===== src/rtl/sobel_ctrl_pkg.sv =====
// Shared types and kernel constants for the sobel frame controller.
// Weights are row-major; index 0 is the oldest (top-left) window pixel.
package sobel_ctrl_pkg;

   typedef enum logic [1:0] {
      K_GX    = 2'd0,
      K_GY    = 2'd1,
      K_IDENT = 2'd2,
      K_LAPL  = 2'd3
   } kernel_e;

   typedef logic signed [2:0] weights_t [0:8];

   typedef enum logic [1:0] {
      IDLE  = 2'd0,
      RUN   = 2'd1,
      DRAIN = 2'd2
   } state_e;

   localparam weights_t GX_W = '{
      -3'sd1, 3'sd0, 3'sd1,
      -3'sd2, 3'sd0, 3'sd2,
      -3'sd1, 3'sd0, 3'sd1
   };

   localparam weights_t GY_W = '{
      -3'sd1, -3'sd2, -3'sd1,
       3'sd0,  3'sd0,  3'sd0,
       3'sd1,  3'sd2,  3'sd1
   };

   localparam weights_t IDENT_W = '{
      3'sd0, 3'sd0, 3'sd0,
      3'sd0, 3'sd1, 3'sd0,
      3'sd0, 3'sd0, 3'sd0
   };

   localparam weights_t LAPL_W = '{
      3'sd0,  3'sd1, 3'sd0,
      3'sd1, -3'sd4, 3'sd1,
      3'sd0,  3'sd1, 3'sd0
   };

endpackage


===== src/rtl/sobel_frame_ctrl_raster_counter.sv =====
// Raster (col,row) position counter with clear, enable and frame wrap.
// at_end_o flags the last position of the frame.
module raster_counter #(
   parameter int unsigned width_p  = 16,
   parameter int unsigned height_p = 16
) (
   input  logic                        clk_i,
   input  logic                        reset_i,
   input  logic                        clr_i,
   input  logic                        en_i,
   output logic [$clog2(width_p)-1:0]  col_o,
   output logic [$clog2(height_p)-1:0] row_o,
   output logic                        at_end_o
);

   localparam int unsigned CW = $clog2(width_p);
   localparam int unsigned RW = $clog2(height_p);

   logic [CW-1:0] col_q, col_d;
   logic [RW-1:0] row_q, row_d;
   logic          col_end, row_end;

   assign col_end  = (col_q == CW'(width_p - 1));
   assign row_end  = (row_q == RW'(height_p - 1));
   assign at_end_o = col_end & row_end;
   assign col_o    = col_q;
   assign row_o    = row_q;

   // Next position: clear wins, otherwise step with line/frame wrap.
   always_comb begin
      col_d = col_q;
      row_d = row_q;
      if (clr_i) begin
         col_d = '0;
         row_d = '0;
      end else if (en_i) begin
         if (col_end) begin
            col_d = '0;
            row_d = row_end ? '0 : row_q + 1'b1;
         end else begin
            col_d = col_q + 1'b1;
         end
      end
   end

   // Position registers with synchronous active-low reset.
   always_ff @(posedge clk_i) begin
      if (!reset_i) begin
         col_q <= '0;
         row_q <= '0;
      end else begin
         col_q <= col_d;
         row_q <= row_d;
      end
   end

endmodule


===== src/rtl/sobel_frame_ctrl.sv =====
// Frame controller for the 3x3 sobel convolver: holds kernel weights,
// gates the pixel stream in and forwards only full-window results out.
module sobel_frame_ctrl
   import sobel_ctrl_pkg::*;
#(
   parameter int unsigned linewidth_px_p = 16,
   parameter int unsigned frame_height_p = 16,
   parameter int unsigned in_width_p     = 8,
   parameter int unsigned out_width_p    = 32
) (
   input  logic                          clk_i,
   input  logic                          reset_i,
   input  logic                          start_i,
   input  logic [1:0]                    kernel_i,
   output logic                          start_ready_o,
   output logic                          busy_o,
   output logic                          done_o,
   input  logic                          pix_valid_i,
   output logic                          pix_ready_o,
   input  logic [in_width_p-1:0]         pix_data_i,
   output logic                          conv_valid_o,
   input  logic                          conv_ready_i,
   output logic [in_width_p-1:0]         conv_data_o,
   output weights_t                      conv_weights_o,
   input  logic                          conv_valid_i,
   output logic                          conv_ready_o,
   input  logic signed [out_width_p-1:0] conv_data_i,
   output logic                          valid_o,
   input  logic                          ready_i,
   output logic signed [out_width_p-1:0] data_o,
   output logic                          last_o
);

   localparam int unsigned CW = $clog2(linewidth_px_p);
   localparam int unsigned RW = $clog2(frame_height_p);

   state_e  state_q, state_d;
   kernel_e kern_q, kern_d;
   logic    done_q, done_d;

   logic [CW-1:0] in_col, out_col;
   logic [RW-1:0] in_row, out_row;
   logic          in_end, out_end;
   logic          start_hs, run, active;
   logic          pix_hs, out_hs, keep, last_hs;

   assign run      = (state_q == RUN);
   assign active   = (state_q != IDLE);
   assign start_hs = (state_q == IDLE) & start_i;
   assign pix_hs   = run & pix_valid_i & conv_ready_i;
   assign out_hs   = active & conv_valid_i & conv_ready_o;
   assign keep     = (out_row >= RW'(2)) && (out_col >= CW'(2));
   assign last_hs  = out_hs & last_o;

   assign start_ready_o = (state_q == IDLE);
   assign busy_o        = active;
   assign done_o        = done_q;

   assign conv_valid_o = run & pix_valid_i;
   assign pix_ready_o  = run & conv_ready_i;
   assign conv_data_o  = pix_data_i;

   assign conv_ready_o = active & (keep ? ready_i : 1'b1);
   assign valid_o      = active & keep & conv_valid_i;
   assign data_o       = conv_data_i;
   assign last_o       = keep & out_end;

   raster_counter #(
      .width_p  (linewidth_px_p),
      .height_p (frame_height_p)
   ) u_in_cnt (
      .clk_i    (clk_i),
      .reset_i  (reset_i),
      .clr_i    (start_hs),
      .en_i     (pix_hs),
      .col_o    (in_col),
      .row_o    (in_row),
      .at_end_o (in_end)
   );

   raster_counter #(
      .width_p  (linewidth_px_p),
      .height_p (frame_height_p)
   ) u_out_cnt (
      .clk_i    (clk_i),
      .reset_i  (reset_i),
      .clr_i    (start_hs),
      .en_i     (out_hs),
      .col_o    (out_col),
      .row_o    (out_row),
      .at_end_o (out_end)
   );

   // Weights follow the latched kernel, so they only move on a start.
   always_comb begin
      conv_weights_o = GX_W;
      case (kern_q)
         K_GY:    conv_weights_o = GY_W;
         K_IDENT: conv_weights_o = IDENT_W;
         K_LAPL:  conv_weights_o = LAPL_W;
         default: conv_weights_o = GX_W;
      endcase
   end

   // Frame FSM: accept start, stream the frame, drain the last result.
   always_comb begin
      state_d = state_q;
      kern_d  = kern_q;
      done_d  = 1'b0;
      unique case (state_q)
         IDLE: begin
            if (start_i) begin
               kern_d  = kernel_e'(kernel_i);
               state_d = RUN;
            end
         end
         RUN: begin
            if (pix_hs && in_end) state_d = DRAIN;
         end
         DRAIN: begin
            if (last_hs) begin
               state_d = IDLE;
               done_d  = 1'b1;
            end
         end
         default: state_d = IDLE;
      endcase
   end

   // Control registers with synchronous active-low reset.
   always_ff @(posedge clk_i) begin
      if (!reset_i) begin
         state_q <= IDLE;
         kern_q  <= K_GX;
         done_q  <= 1'b0;
      end else begin
         state_q <= state_d;
         kern_q  <= kern_d;
         done_q  <= done_d;
      end
   end

   logic unused_in_pos;
   assign unused_in_pos = ^{in_col, in_row};

endmodule


===== config.mk =====
export PLATFORM = sky130hd
export DESIGN_NAME = sobel_frame_ctrl
export DESIGN_NICKNAME = d
export VERILOG_FILES = /design/src/rtl/sobel_ctrl_pkg.sv /design/src/rtl/sobel_frame_ctrl_raster_counter.sv /design/src/rtl/sobel_frame_ctrl.sv
export SDC_FILE = /design/constraint.sdc
export NUM_CORES = 1
export LEC_CHECK = 0
export CAP_MARGIN = 20
export CORE_MARGIN = 2
export CORE_UTILIZATION = 31
export CTS_BUF_LIST = sky130_fd_sc_hd__clkbuf_8
export DETAILED_ROUTE_END_ITERATION = 10
export PLACE_DENSITY = 0.79
export SYNTH_ARGS = -nofsm -noshare
export SYNTH_HDL_FRONTEND = slang
export SYNTH_HIERARCHICAL = 1
export SYNTH_SLANG_ARGS = --single-unit

===== constraint.sdc =====
create_clock -name clk_i -period 1.8 [get_ports clk_i]
set_input_delay 0.36 -clock clk_i [delete_from_list [all_inputs] [get_ports clk_i]]
set_output_delay 0.36 -clock clk_i [all_outputs]
set_load 0.05 [all_outputs]

# ---- After elaboration in Yosys (flattened, before gate mapping)
# Cells that the tools add are included.
dict set report word_totals {
  regBits 21
  latchBits 0
  mem_bits_ro 0
  mem_count 0
  ram_bits 0
}
dict set report classes {
  n_mul 0
  n_div 0
  bitwise 14
  muxes 11
  order_cmp 2
  shift 0
  n_eq_ne 12
  n_reduce_logical 10
  addsub 4
}
# op n
set op_table {}
lappend op_table {{case mux 27 bit (3 select lines)} 1}
lappend op_table {{adder 4 x 1 -> 4 bit (second input constant)} 4}
lappend op_table {{== test 4 bit (second input constant)} 4}
lappend op_table {{2-to-1 mux 4 bit} 4}
lappend op_table {{AND 1 bit} 13}
lappend op_table {{greater-or-equal comparator 4 x 2 -> 1 bit (second input constant)} 2}
lappend op_table {{AND reduction 2 bit} 4}
lappend op_table {{== test 2 bit (second input constant)} 3}
lappend op_table {{2-to-1 mux 2 bit} 3}
lappend op_table {{case mux 2 bit (3 select lines)} 1}
lappend op_table {{== test 2 x 1 -> 1 bit (second input constant)} 2}
lappend op_table {{inequality test 2 bit (second input constant)} 2}
lappend op_table {{AND reduction 3 bit} 1}
lappend op_table {{logical AND 1 bit} 2}
lappend op_table {{zero test 2 bit} 1}
lappend op_table {{2-to-1 mux 1 bit} 2}
lappend op_table {{inequality test 2 x 1 -> 1 bit (second input constant)} 1}
lappend op_table {{nonzero test 2 bit} 1}
lappend op_table {{OR reduction 2 bit} 1}
lappend op_table {{inverter 1 bit} 1}

# ---- Longest topological paths before layout
dict set report logic_depth {
  depth_word 8
  ltp_mapped 6
  mapped_depth_nobuf 6
}

# ---- Hierarchy
# Netlist, hierarchy kept.
# module area_per_inst_um2 seq_area_each_um2 cells_each n_inst
set by_module_without_submodules {}
lappend by_module_without_submodules {sobel_frame_ctrl 819.5 100.1 101 1}
lappend by_module_without_submodules {raster_counter 380.4 160.2 41 2}

# ---- Least setup slack after synthesis
# Ideal clock, no wire load.
dict set report synth_path {
  kind {flip-flop to output port}
  start {reg u_out_cnt.col_q[1], in the netlist u_out_cnt/col_o[1]}
  end {out last_o}
  t_arrival_ns 2.001
  slack_ns -0.561
  path_buffers 0
  t_required_ns 1.440
  path_stages_with_launch 5
  path_cell_list {dfxtp_1 ha_1 nand3_1 nor2_1 nor3b_1}
}
dict set report synth_between {
  elab_chain_cells 3
  elab_cells_between_ends 5
  cone_classes {order compare (1); eq/ne (1); bitwise (2); reduce/logical (1)}
}
# item line
set synth_rtl {}
lappend synth_rtl {{start, declared} sobel_frame_ctrl_raster_counter.sv:19} ;# logic [CW-1:0] col_q, col_d;
lappend synth_rtl {{start signal, assigned} sobel_frame_ctrl_raster_counter.sv:52} ;# col_q <= col_d;
lappend synth_rtl {{== test 4 bit} sobel_frame_ctrl_raster_counter.sv:23} ;# assign col_end = (col_q == CW'(width_p - 1));
lappend synth_rtl {{AND 1 bit} sobel_frame_ctrl_raster_counter.sv:25} ;# assign at_end_o = col_end & row_end;
lappend synth_rtl {{net out_end} sobel_frame_ctrl.sv:43} ;# logic in_end, out_end;
lappend synth_rtl {{AND 1 bit} sobel_frame_ctrl.sv:66} ;# assign last_o = keep & out_end;
lappend synth_rtl {{end, declared} sobel_frame_ctrl.sv:31} ;# output logic last_o
# The timed path passes the listed nets, and every way through them passes these cells.

# ---- Final worst setup path
dict set report layout_path {
  start {reg u_out_cnt.row_q[1], in the netlist u_out_cnt/row_o[1]}
  end {out last_o}
}
dict set report layout_between {
  elab_chain_cells 3
  elab_cells_between_ends 5
  cone_classes {order compare (1); eq/ne (1); bitwise (2); reduce/logical (1)}
}
# item line
set layout_rtl {}
lappend layout_rtl {{start, declared} sobel_frame_ctrl_raster_counter.sv:20} ;# logic [RW-1:0] row_q, row_d;
lappend layout_rtl {{start signal, assigned} sobel_frame_ctrl_raster_counter.sv:53} ;# row_q <= row_d;
lappend layout_rtl {{== test 4 bit} sobel_frame_ctrl_raster_counter.sv:24} ;# assign row_end = (row_q == RW'(height_p - 1));
lappend layout_rtl {{AND 1 bit} sobel_frame_ctrl_raster_counter.sv:25}
lappend layout_rtl {{net out_end} sobel_frame_ctrl.sv:43}
lappend layout_rtl {{AND 1 bit} sobel_frame_ctrl.sv:66}
# The timed path passes the listed nets, and every way through them passes these cells.

==> impl_metrics.ini <==
[place]
pre_cts_ws_ns = -0.208
port_buffers = 38
placed_area_um2 = 2050
place.gp.congestion = 0.768
dp_hpwl_um = 2370

[cts]
cts_buffers = 3
clkSlewWorstSetupHoldPaths_ns = 0.08
clock_sinks = 21
insertion_delay_ns = 0.25
tritoncts = done
cts.path.max_buffers = 2
h-tree-depth = 1
postCtsHoldBufs = 0
cts_root_buf = clkbuf_8

[setup_path]
cp.required_ns = 1.44
cp.arrival_ns = 1.41
path_cells = ha_4 -> nand3_4 -> nor2_4 -> nor3b_4 -> buf_12
worst-setup-path-type = flop to output port
cpMaxStageDelayCell = dfxtp_4
cp_max_fo = 3
cp_num_buf_inv = 1
end_kind = output port
cp_slowest_stage_delay_ns = 0.38
critical-path-top-delay-family = simple AND/OR/NAND/NOR gates
startpoint_type = flop

[drt]
num_vias = 1144
dr.pass1.iters = 5
antenna_left = 0
routed_via_density = 4.40
drc = 0
dr.first_iter.drc_count = 26
wl_per_cell_um = 11.8
wl_um = 3080

[logic_synthesis]
synth_xor_area_share_pct = 3.33
ys_seq_area_share_pct = 26.6
synth_area_leaders = buf_4, dfxtp_1, mux2i_1, nor2_1, ha_1
netlist_area_um2 = 1580
yosysTopAreaCell = buf_4
synthSimpleGateAreaFrac_pct = 25.9
yosys.area_share.adder_pct = 3.17
synth_mux_area_share_pct = 4.43
ys_ff_latch = 21
synth_top_family_by_area = buffers and inverters
synth-compound-area-share_pct = 4.43
syn_avg_cell_area_um2 = 8.64
synth_top_area_share_pct = 29.5
syn_inst = 183
yosysUniqueCellTypes = 35
synth_warnings = 6

[layout]
fin_util_pct = 46.2
mostFrequentLayoutCells = buf_4, buf_12, nor2_1, dfxtp_1, a21oi_1
post-route-cell-area_um2 = 2230
drive_above_1_share_pct = 50.3
nets = 247
layout_commonest_cell = buf_4
num_antenna_cells = 0
area_growth_pct = 40.9

[sta]
finalSetupViolCount = 0
hold_ws_ns = 0.493
fin_crit_ns = 1.77
setup_tns_ns = 0
slew_viol_final = 0
period_share_pct = 98.5
fin_ws_ns = 0.0266
hold_violations = 0
grt_setup_unrepaired = true
finClkSkew_ns = 0.00160
clock.fmax_mhz = 564

[status]
status = completed

[flow_run]
maxCapViolCount = 0

[min_path]
hold_class = flop to flop

[floorplan]
die_h_um = 75.4
num_io_pins = 124
dieArea_um2 = 5680
rows = 25
coreArea_um2 = 4820
die_w_um = 75.4
initial_core_util_pct = 32.8

[grt]
grt_usage_pct = 9.82
first_global_vias = 1047
grt_pass1_wl_um = 4470
antenna_found_initial = 0
grt_max_degree = 12
grt.overflow.total = 0

[power_and_ir_drop]
ir_drop_v = 0.000269
powerDensity_nw_per_um2 = 535
p_leak_nw = 0.945
==> tightest hold or removal path, cell delays in order (launching register included) <==
cell,delay [ns]
dfxtp_1,0.33
o31ai_1,0.06
a21oi_1,0.06
==> per-stage QoR <==
stage	total power [W]	cells
3_5_place_dp	0.000904	251
4_1_cts	0.00121	256
3_3_place_gp	0.000900	251
5_1_grt	0.00124	260
6_report	0.00119	260
2_1_floorplan	0.000969	187
==> where the power goes <==
| part | leakage, nW | switching, W | internal [W] |
|---|---|---|---|
| sequential | 0.174 | 0.00000948 | 0.000466 |
| combinational | 0.744 | 0.000227 | 0.000189 |
| clock | 0.0269 | 0.000149 | 0.000152 |
| total | 0.945 | 0.000386 | 0.000806 |
==> registers in the layout, indices dropped and copies added (netlist names) <==
name	cells
u_in_cnt/col_o	4
u_in_cnt/row_o	4
u_out_cnt/col_o	4
u_out_cnt/row_o	4
kern_q	2
state_q	2
done_o	1
==> worst paths after layout <==
kind                            slack (ns)                from                end  cells past startpoint
worst max-delay path                  0.03  u_out_cnt/row_o[1]             last_o                      5
worst min register to register        0.49   u_in_cnt/row_o[3]  u_in_cnt/row_o[3]                      2
worst min-delay path                  0.49   u_in_cnt/row_o[3]  u_in_cnt/row_o[3]                      2
worst max register to register        0.12  u_out_cnt/row_o[1]         state_q[1]                      8
==> synthesized netlist by cell type, drive strengths merged <==
cell type  number
or4             2
or3b            2
and4bb          1
nor3            4
conb            1
dfxtp          21
nor3b           3
nand4           6
ha              4
nand2b          2
or2b            2
and2            2
buf            64
a21oi           8
xor2            4
nor2           18
o31ai           2
inv             6
nand3           4
xnor2           2
o21ai           3
or3             3
nand2           6
nor2b           3
and3            1
and3b           2
mux2i           7
==> area by class of cell <==
type / instances / area, µm²
Clock buffer: 3 / 41.3
Fill cell: 443 / 2590
Timing Repair Buffer: 66 / 868
Inverter: 6 / 22.5
Clock inverter: 1 / 3.75
Sequential cell: 21 / 437
Tap cell: 67 / 83.8
Multi-Input combinational cell: 96 / 771
==> logic make-up (layout without fill, tap and decap cells) <==
logic type      Yosys count  count (layout)
compound gates           13              13
xor+xnor                  6               6
fa+ha+maj                 4               4
buf+inv                  70              76
flops                    21              21
mux                       7               7
other cells               1               5
simple gates             61              61
==> per-layer routing <==
metal  global-route usage (%)  vias to the layer above  part of all wire, %
li1                         -                      561                    -
met1                     11.1                      547                   38
met2                     18.6                       34                   56
met3                     2.38                        2                  5.7
met4                     2.14                        0                 0.29
met5                        0                        -                    0
==> repair_timing <==
item                       CTS  global route
setup endpoints to repair    3             3
pin swaps                    1             2
setup buffers                1             4
gates resized for setup     11            15
(Power assumes the default switching activity.)
